## config.mk

```make
export PLATFORM = sky130hd
export DESIGN_NAME = reg_scoreboard_flat
export DESIGN_NICKNAME = d
export VERILOG_FILES = /design/src/rtl/cpu_regs_pkg.sv /design/src/rtl/reg_scoreboard_if.sv /design/src/rtl/scoreboard_entry.sv /design/src/rtl/reg_scoreboard.sv /design/src/flat_wrapper.sv
export SDC_FILE = /design/constraint.sdc
export NUM_CORES = 1
export LEC_CHECK = 0
export ABC_AREA = 1
export ABC_CLOCK_PERIOD_IN_PS = 5500
export CAP_MARGIN = 20
export CELL_PAD_IN_SITES_DETAIL_PLACEMENT = 1
export CELL_PAD_IN_SITES_GLOBAL_PLACEMENT = 2
export CORE_ASPECT_RATIO = 1.4
export CORE_UTILIZATION = 36
export CTS_BUF_LIST = sky130_fd_sc_hd__clkbuf_8
export DETAILED_ROUTE_END_ITERATION = 12
export GPL_TIMING_DRIVEN = 1
export PLACE_DENSITY = 0.92
export SLEW_MARGIN = 20
export SYNTH_ARGS = -nofsm -noshare
export SYNTH_HDL_FRONTEND = slang
export SYNTH_HIERARCHICAL = 1
export SYNTH_SLANG_ARGS = --single-unit
export TNS_END_PERCENT = 50
```

## constraint.sdc

```tcl
create_clock -name clk -period 5.5 [get_ports clk]
set_input_delay 0.825 -clock clk [delete_from_list [all_inputs] [get_ports clk]]
set_output_delay 0.825 -clock clk [all_outputs]
set_load 0.01 [all_outputs]
```

## src/rtl/cpu_regs_pkg.sv

```systemverilog
// Shared register-file definitions for the CPU pipeline: register count, index type
// and the hard-wired zero register (XZR), which never carries a hazard.
package cpu_regs_pkg;

  localparam int NUM_REGS = 32;
  localparam int REG_W    = 5;

  typedef logic [REG_W-1:0] reg_idx_t;

  localparam reg_idx_t ZERO_REG = 5'd31;

  function automatic logic is_tracked(input reg_idx_t idx);
    return idx != ZERO_REG;
  endfunction

endpackage

```

## src/rtl/reg_scoreboard_if.sv

```systemverilog
// Decode-issue / writeback-retire bundle between the pipeline (master) and the
// register scoreboard (slave).
interface reg_scoreboard_if;
  import cpu_regs_pkg::*;

  logic                flush;
  logic                issue_valid;
  logic                issue_rn_used;
  logic                issue_rm_used;
  logic                issue_rd_wr;
  reg_idx_t            issue_rn;
  reg_idx_t            issue_rm;
  reg_idx_t            issue_rd;
  logic                wb_valid;
  reg_idx_t            wb_rd;
  logic                stall;
  logic [NUM_REGS-1:0] pending;
  logic                err_underflow;

  modport master (
    output flush, issue_valid, issue_rn_used, issue_rm_used, issue_rd_wr,
           issue_rn, issue_rm, issue_rd, wb_valid, wb_rd,
    input  stall, pending, err_underflow
  );

  modport slave (
    input  flush, issue_valid, issue_rn_used, issue_rm_used, issue_rd_wr,
           issue_rn, issue_rm, issue_rd, wb_valid, wb_rd,
    output stall, pending, err_underflow
  );

endinterface

```

## src/rtl/scoreboard_entry.sv

```systemverilog
// Outstanding-write counter for one architectural register. Saturates at both ends;
// the parent guarantees inc is never requested at max and dec never at zero.
module scoreboard_entry #(
  parameter int CNT_W = 2
) (
  input  logic             clk,
  input  logic             reset_n,
  input  logic             i_inc,
  input  logic             i_dec,
  input  logic             i_clr,
  output logic [CNT_W-1:0] o_count,
  output logic             o_nonzero,
  output logic             o_at_max,
  output logic             o_is_one
);

  localparam logic [CNT_W-1:0] CNT_MAX = '1;

  logic [CNT_W-1:0] r_count;

  // Simultaneous inc and dec cancel, which keeps a full counter legal when the
  // same register issues and retires together.
  always_ff @(posedge clk) begin
    if (!reset_n || i_clr) begin
      r_count <= '0;
    end else if (i_inc && !i_dec && (r_count != CNT_MAX)) begin
      r_count <= r_count + 1'b1;
    end else if (i_dec && !i_inc && (r_count != '0)) begin
      r_count <= r_count - 1'b1;
    end
  end

  assign o_count   = r_count;
  assign o_nonzero = |r_count;
  assign o_at_max  = &r_count;
  assign o_is_one  = (r_count == CNT_W'(1));

endmodule

```

## src/rtl/reg_scoreboard.sv

```systemverilog
// Register scoreboard: stalls decode on RAW hazards or a saturated destination counter,
// records issued destinations and retires them at writeback.
module reg_scoreboard
  import cpu_regs_pkg::*;
#(
  parameter int CNT_W     = 2,
  parameter int BYPASS_WB = 1
) (
  input  logic            clk,
  input  logic            reset_n,
  reg_scoreboard_if.slave bus
);

  logic [CNT_W-1:0]    w_count [NUM_REGS];
  logic [NUM_REGS-1:0] w_nonzero;
  logic [NUM_REGS-1:0] w_at_max;
  logic [NUM_REGS-1:0] w_is_one;
  logic [NUM_REGS-1:0] w_inc;
  logic [NUM_REGS-1:0] w_dec;
  logic                w_rn_hz;
  logic                w_rm_hz;
  logic                w_rd_full;
  logic                w_stall;
  logic                w_issue_fire;
  logic                w_retire;
  logic                w_underflow;
  logic                r_err_underflow;

  for (genvar g = 0; g < NUM_REGS; g++) begin : g_entry
    scoreboard_entry #(
      .CNT_W (CNT_W)
    ) u_entry (
      .clk       (clk),
      .reset_n   (reset_n),
      .i_inc     (w_inc[g]),
      .i_dec     (w_dec[g]),
      .i_clr     (bus.flush),
      .o_count   (w_count[g]),
      .o_nonzero (w_nonzero[g]),
      .o_at_max  (w_at_max[g]),
      .o_is_one  (w_is_one[g])
    );
  end

  // Hazards use pre-issue counts, so an instruction never waits on its own destination.
  always_comb begin
    w_rn_hz = bus.issue_rn_used && is_tracked(bus.issue_rn) && w_nonzero[bus.issue_rn]
              && !((BYPASS_WB != 0) && bus.wb_valid && (bus.wb_rd == bus.issue_rn)
                   && w_is_one[bus.issue_rn]);
    w_rm_hz = bus.issue_rm_used && is_tracked(bus.issue_rm) && w_nonzero[bus.issue_rm]
              && !((BYPASS_WB != 0) && bus.wb_valid && (bus.wb_rd == bus.issue_rm)
                   && w_is_one[bus.issue_rm]);
    w_rd_full = bus.issue_rd_wr && is_tracked(bus.issue_rd) && w_at_max[bus.issue_rd]
                && !(bus.wb_valid && (bus.wb_rd == bus.issue_rd));
    w_stall      = bus.issue_valid && (w_rn_hz || w_rm_hz || w_rd_full);
    w_issue_fire = bus.issue_valid && !w_stall && bus.issue_rd_wr && is_tracked(bus.issue_rd);
    w_retire     = bus.wb_valid && is_tracked(bus.wb_rd);
    w_underflow  = w_retire && (w_count[bus.wb_rd] == '0) && !bus.flush;
    w_inc        = '0;
    w_dec        = '0;
    for (int i = 0; i < NUM_REGS; i++) begin
      w_inc[i] = w_issue_fire && (bus.issue_rd == reg_idx_t'(i));
      w_dec[i] = w_retire && w_nonzero[i] && (bus.wb_rd == reg_idx_t'(i));
    end
  end

  // Sticky until reset; flush deliberately leaves it alone.
  always_ff @(posedge clk) begin
    if (!reset_n) begin
      r_err_underflow <= 1'b0;
    end else if (w_underflow) begin
      r_err_underflow <= 1'b1;
    end
  end

  assign bus.stall         = w_stall;
  assign bus.pending       = w_nonzero;
  assign bus.err_underflow = r_err_underflow;

endmodule

```

## src/flat_wrapper.sv

```systemverilog
// flat-port wrapper written by rule: the top's interface ports become plain ports
module reg_scoreboard_flat import cpu_regs_pkg::*;
#(
  parameter int CNT_W     = 2,
  parameter int BYPASS_WB = 1
)
  (clk, reset_n, bus_flush, bus_issue_valid, bus_issue_rn_used, bus_issue_rm_used, bus_issue_rd_wr, bus_issue_rn, bus_issue_rm, bus_issue_rd, bus_wb_valid, bus_wb_rd, bus_stall, bus_pending, bus_err_underflow);
  reg_scoreboard_if bus_i ();
  input  logic clk;
  input  logic reset_n;
  input wire logic [$bits(bus_i.flush)-1:0] bus_flush;
  input wire logic [$bits(bus_i.issue_valid)-1:0] bus_issue_valid;
  input wire logic [$bits(bus_i.issue_rn_used)-1:0] bus_issue_rn_used;
  input wire logic [$bits(bus_i.issue_rm_used)-1:0] bus_issue_rm_used;
  input wire logic [$bits(bus_i.issue_rd_wr)-1:0] bus_issue_rd_wr;
  input wire logic [$bits(bus_i.issue_rn)-1:0] bus_issue_rn;
  input wire logic [$bits(bus_i.issue_rm)-1:0] bus_issue_rm;
  input wire logic [$bits(bus_i.issue_rd)-1:0] bus_issue_rd;
  input wire logic [$bits(bus_i.wb_valid)-1:0] bus_wb_valid;
  input wire logic [$bits(bus_i.wb_rd)-1:0] bus_wb_rd;
  output wire logic [$bits(bus_i.stall)-1:0] bus_stall;
  output wire logic [$bits(bus_i.pending)-1:0] bus_pending;
  output wire logic [$bits(bus_i.err_underflow)-1:0] bus_err_underflow;
  assign bus_i.flush = bus_flush;
  assign bus_i.issue_valid = bus_issue_valid;
  assign bus_i.issue_rn_used = bus_issue_rn_used;
  assign bus_i.issue_rm_used = bus_issue_rm_used;
  assign bus_i.issue_rd_wr = bus_issue_rd_wr;
  assign bus_i.issue_rn = bus_issue_rn;
  assign bus_i.issue_rm = bus_issue_rm;
  assign bus_i.issue_rd = bus_issue_rd;
  assign bus_i.wb_valid = bus_wb_valid;
  assign bus_i.wb_rd = bus_wb_rd;
  assign bus_stall = bus_i.stall;
  assign bus_pending = bus_i.pending;
  assign bus_err_underflow = bus_i.err_underflow;
  reg_scoreboard #(.CNT_W(CNT_W), .BYPASS_WB(BYPASS_WB)) u_core (.clk(clk), .reset_n(reset_n), .bus(bus_i));
endmodule
```

==> metrics.md <==
| Metric | Value |
|---|---|
| Vias in the first global route | `10250` |
| Die height | `192.6 um` |
| Max-Cap Viols | `0` |
| Core area | `25470 um^2` |
| Syn avg cell area | `6.098 um^2` |
| Filler cells | `3475` |
| Clock power share | `36.9%` |
| Asr flop ratio synth | `0%` |
| # resized after CTS | `0` |
| Final Max Slew Viols | `0` |
| Fraction of layout cells with a size suffix above 1 | `14.92%` |
| Final ANT Viol Nets | `0` |
| Startpoint Class | `input pin` |
| Simple-gate portion of the synthesized area | `47.99%` |
| P_leak | `0.004703 uW` |
| Synth top area share | `13.93%` |
| Critical path class | `in2out` |
| RSZ-0062 raised after global routing | `no` |
| DRC viols | `8` |
| Multi-input gate area | `6371 um^2` |
| Clock root buffer | `clkbuf_8` |
| Syn Inst Count | `1532` |
| GR Overflow Total | `0` |
| Clock skew | `0.01418 ns` |
| Final hold violation count | `0` |
| Synth Area in Compound Gates | `6.911%` |
| WL/cell | `18.47 um` |
| Gr usage total | `27.15%` |
| Post-synthesis adder-cell area fraction | `12.86%` |
| Port bufs | `61` |
| Leading post-synthesis cells by cell area | `dfxtp_1, ha_1, nand2_1` |
| CTS clk-pin slew, worst paths | `0.07 ns` |
| Largest family of logic cells by synthesized area | `simple AND/OR/NAND/NOR gates` |
| Setup TNS Final | `0 ns` |
| Total CTS buffers | `9` |
| Initial drt markers | `512` |
| Net Sw Frac | `35.34%` |
| First-pass GRT wire length | `55110 um` |
| Avg Vias per Cell | `5.216` |
| Initial core utilization | `36.68%` |
| Post-synth top flop | `dfxtp_1` |
| Flop and latch count out of synthesis | `65` |
| Die Area | `26610 um^2` |
| Total wire length | `35100 um` |
| Die Wd | `138.1 um` |
| F_max | `0.2194 GHz` |
| Failing checks | `DRC` |
| CTS Sinks | `65` |
| Final HPWL DP | `27460 um` |
| CP Data Arrival Time | `3.73 ns` |
| WHS | `0.4984 ns` |
| Period utilization | `82.87%` |
| Max Buffers Root-to-Sink | `2` |
| Sw power | `416.0 uW` |
| H-Tree Depth | `3` |
| Post-synth top area cell | `dfxtp_1` |
| Largest net degree at the start of global routing | `46` |
| EDFF count, synth | `0` |
| CP Max Fanout | `19` |
| Max-Slew Margin vs Limit | `37.77%` |
| VDD IR max | `0.1126 mV` |
| Post-Synth XOR/XNOR Area | `0.1875%` |
| Ports | `62` |
| Synth-to-Final Area Change | `10.43%` |
| Critical Path End Type | `primary output` |
| Outcome | `finished, violations left` |
| Power share of the combinational group | `22.9%` |
| Mux contribution to synthesized area | `0%` |
| Sequential area share after synthesis | `13.93%` |
| DR pass1 iterations | `9` |
| Clock Latency Late Sink | `0.41 ns` |
| Count of different cell masters after synthesis | `37` |
| Row Count | `69` |
| Post-Synthesis Cell Area | `9341 um^2` |
| Postcts setup bufs | `0` |
| HP Class | `reg2reg` |
| Required time worst endpoint | `4.68 ns` |
| Power density over cell area | `114.1 nW/um^2` |
| Vias | `9916` |
| Storage element area | `1301 um^2` |
| Tmin final | `4.558 ns` |
| Slew @ Worst Pin | `0.9301 ns` |
| Yosys warning count | `6` |
| Ant. Diodes | `0` |
| Internal cell power | `761.0 uW` |
| Hold Buf Count CTS | `0` |
| Final Wtd Congestion | `0.9377` |
| Flop pwr share | `40.3%` |
| Nets@finish | `1701` |
| Final setup vio count | `0` |
| Initial antenna violation count | `0` |
| CTS tree | `done` |
[synthesized netlist by cell type, types with 3 or more instances]
cell	instances
buf_6	14
o2111ai_1	3
nand2_1	319
nor2_1	139
ha_1	96
buf_2	11
nand3b_4	32
nor2_2	63
inv_2	69
nor3b_1	5
dfxtp_1	65
o211ai_1	8
buf_4	8
nand3_2	33
o21ai_0	43
inv_1	292
o22ai_1	3
nor3_1	27
clkbuf_1	6
nand4_1	41
a21oi_1	51
o21ai_1	3
nand3_1	180
[power by group through the flow]
stage	Combinational (uW)	Clock, uW	Sequential [uW]
floorplan	170	0	485
global placement	262	0	485
detailed placement	264	0	485
CTS	265	458	474
global route	292	470	474
finish	269	434	474
[worst paths after layout]
check	from	endpoint	slack [ns]	cells after the start
min reg2reg	u_core/bus.err_underflow$_SDFFE_PN0P_	u_core/bus.err_underflow$_SDFFE_PN0P_	0.50	2
min	u_core/bus.err_underflow$_SDFFE_PN0P_	u_core/bus.err_underflow$_SDFFE_PN0P_	0.50	2
max reg2reg	u_core/g_entry[9].u_entry/o_count[0]$_SDFFE_PP0P_	u_core/g_entry[10].u_entry/o_count[1]$_SDFFE_PP0P_	2.36	19
max	bus_issue_rm[1]	bus_stall	0.94	12
[worst max-delay path: stages]
cell	delay, ns
clkdlybuf4s50_1	1.01
inv_2	0.31
nand3_1	0.17
nand3_1	0.07
nand3_1	0.09
nand2_1	0.06
nand2_1	0.05
nand2_1	0.07
nor2_1	0.11
nand2_2	0.09
a31oi_1	0.26
clkdlybuf4s50_1	0.60
[placed cells by master (no fill, tap or decap), drive strengths merged, types with 5 or more instances in the layout]
cell           Yosys  routed
a21oi             51      51
buf               33      11
clkbuf             7      13
clkdlybuf4s50      0      60
conb               1       5
dfxtp             65      65
ha                96      96
inv              363     364
nand2            321     321
nand3            213     213
nand3b            32      32
nand4             42      42
nor2             204     204
nor3              27      27
nor3b              5       5
o211ai             8       8
o21ai             46      46
[layer usage]
metal  vias to the layer above  share of wire (%)  track usage [%]
met2                       206                 52            52.55
met5                         -                  0                0
met1                      4780                 40            29.36
li1                       4860                  -                -
met4                         0                4.1            12.66
met3                        70                3.4            3.300
[per-stage QoR]
stage | util (%) | total power, uW | instances | cell area [um^2] | setup WS, ns
2_1_floorplan | - | 654.9 | 1536 | 9356 | 2.724
4_1_cts | 40.51 | 1198 | 1901 | 10320 | 0.9889
6_report | 40.51 | 1177 | 1901 | 10320 | 0.9422
5_1_grt | 40.51 | 1235 | 1901 | 10320 | 0.8227
3_5_place_dp | 39.75 | 748.9 | 1885 | 10120 | 0.9909
3_3_place_gp | 39.75 | 746.9 | 1885 | 10120 | 1.010
[cells by family (layout without fill, tap and decap cells)]
family	Yosys count	after routing
buffers and inverters	405	451
other	1	5
and+or+nand+nor	846	846
AOI/OAI and AO/OA	117	117
DFF	65	65
adders and majority gates	96	96
xor gates and xnor gates	2	2
[area by class of cell]
class	count	share of cell area, %
Clock buffer	13	1.734
Clock inverter	3	0.1334
Inverter	364	13.29
Multi-Input combinational cell	1066	61.76
Sequential cell	65	12.61
Tap cell	319	3.869
Timing Repair Buffer	71	6.598
[state kept, by name, summed over array words and instances (netlist names)]
register and cells:
u_core/bus.err_underflow 1, u_core/g_entry.u_entry/o_count 64
Power figures use the tool's default switching activity.
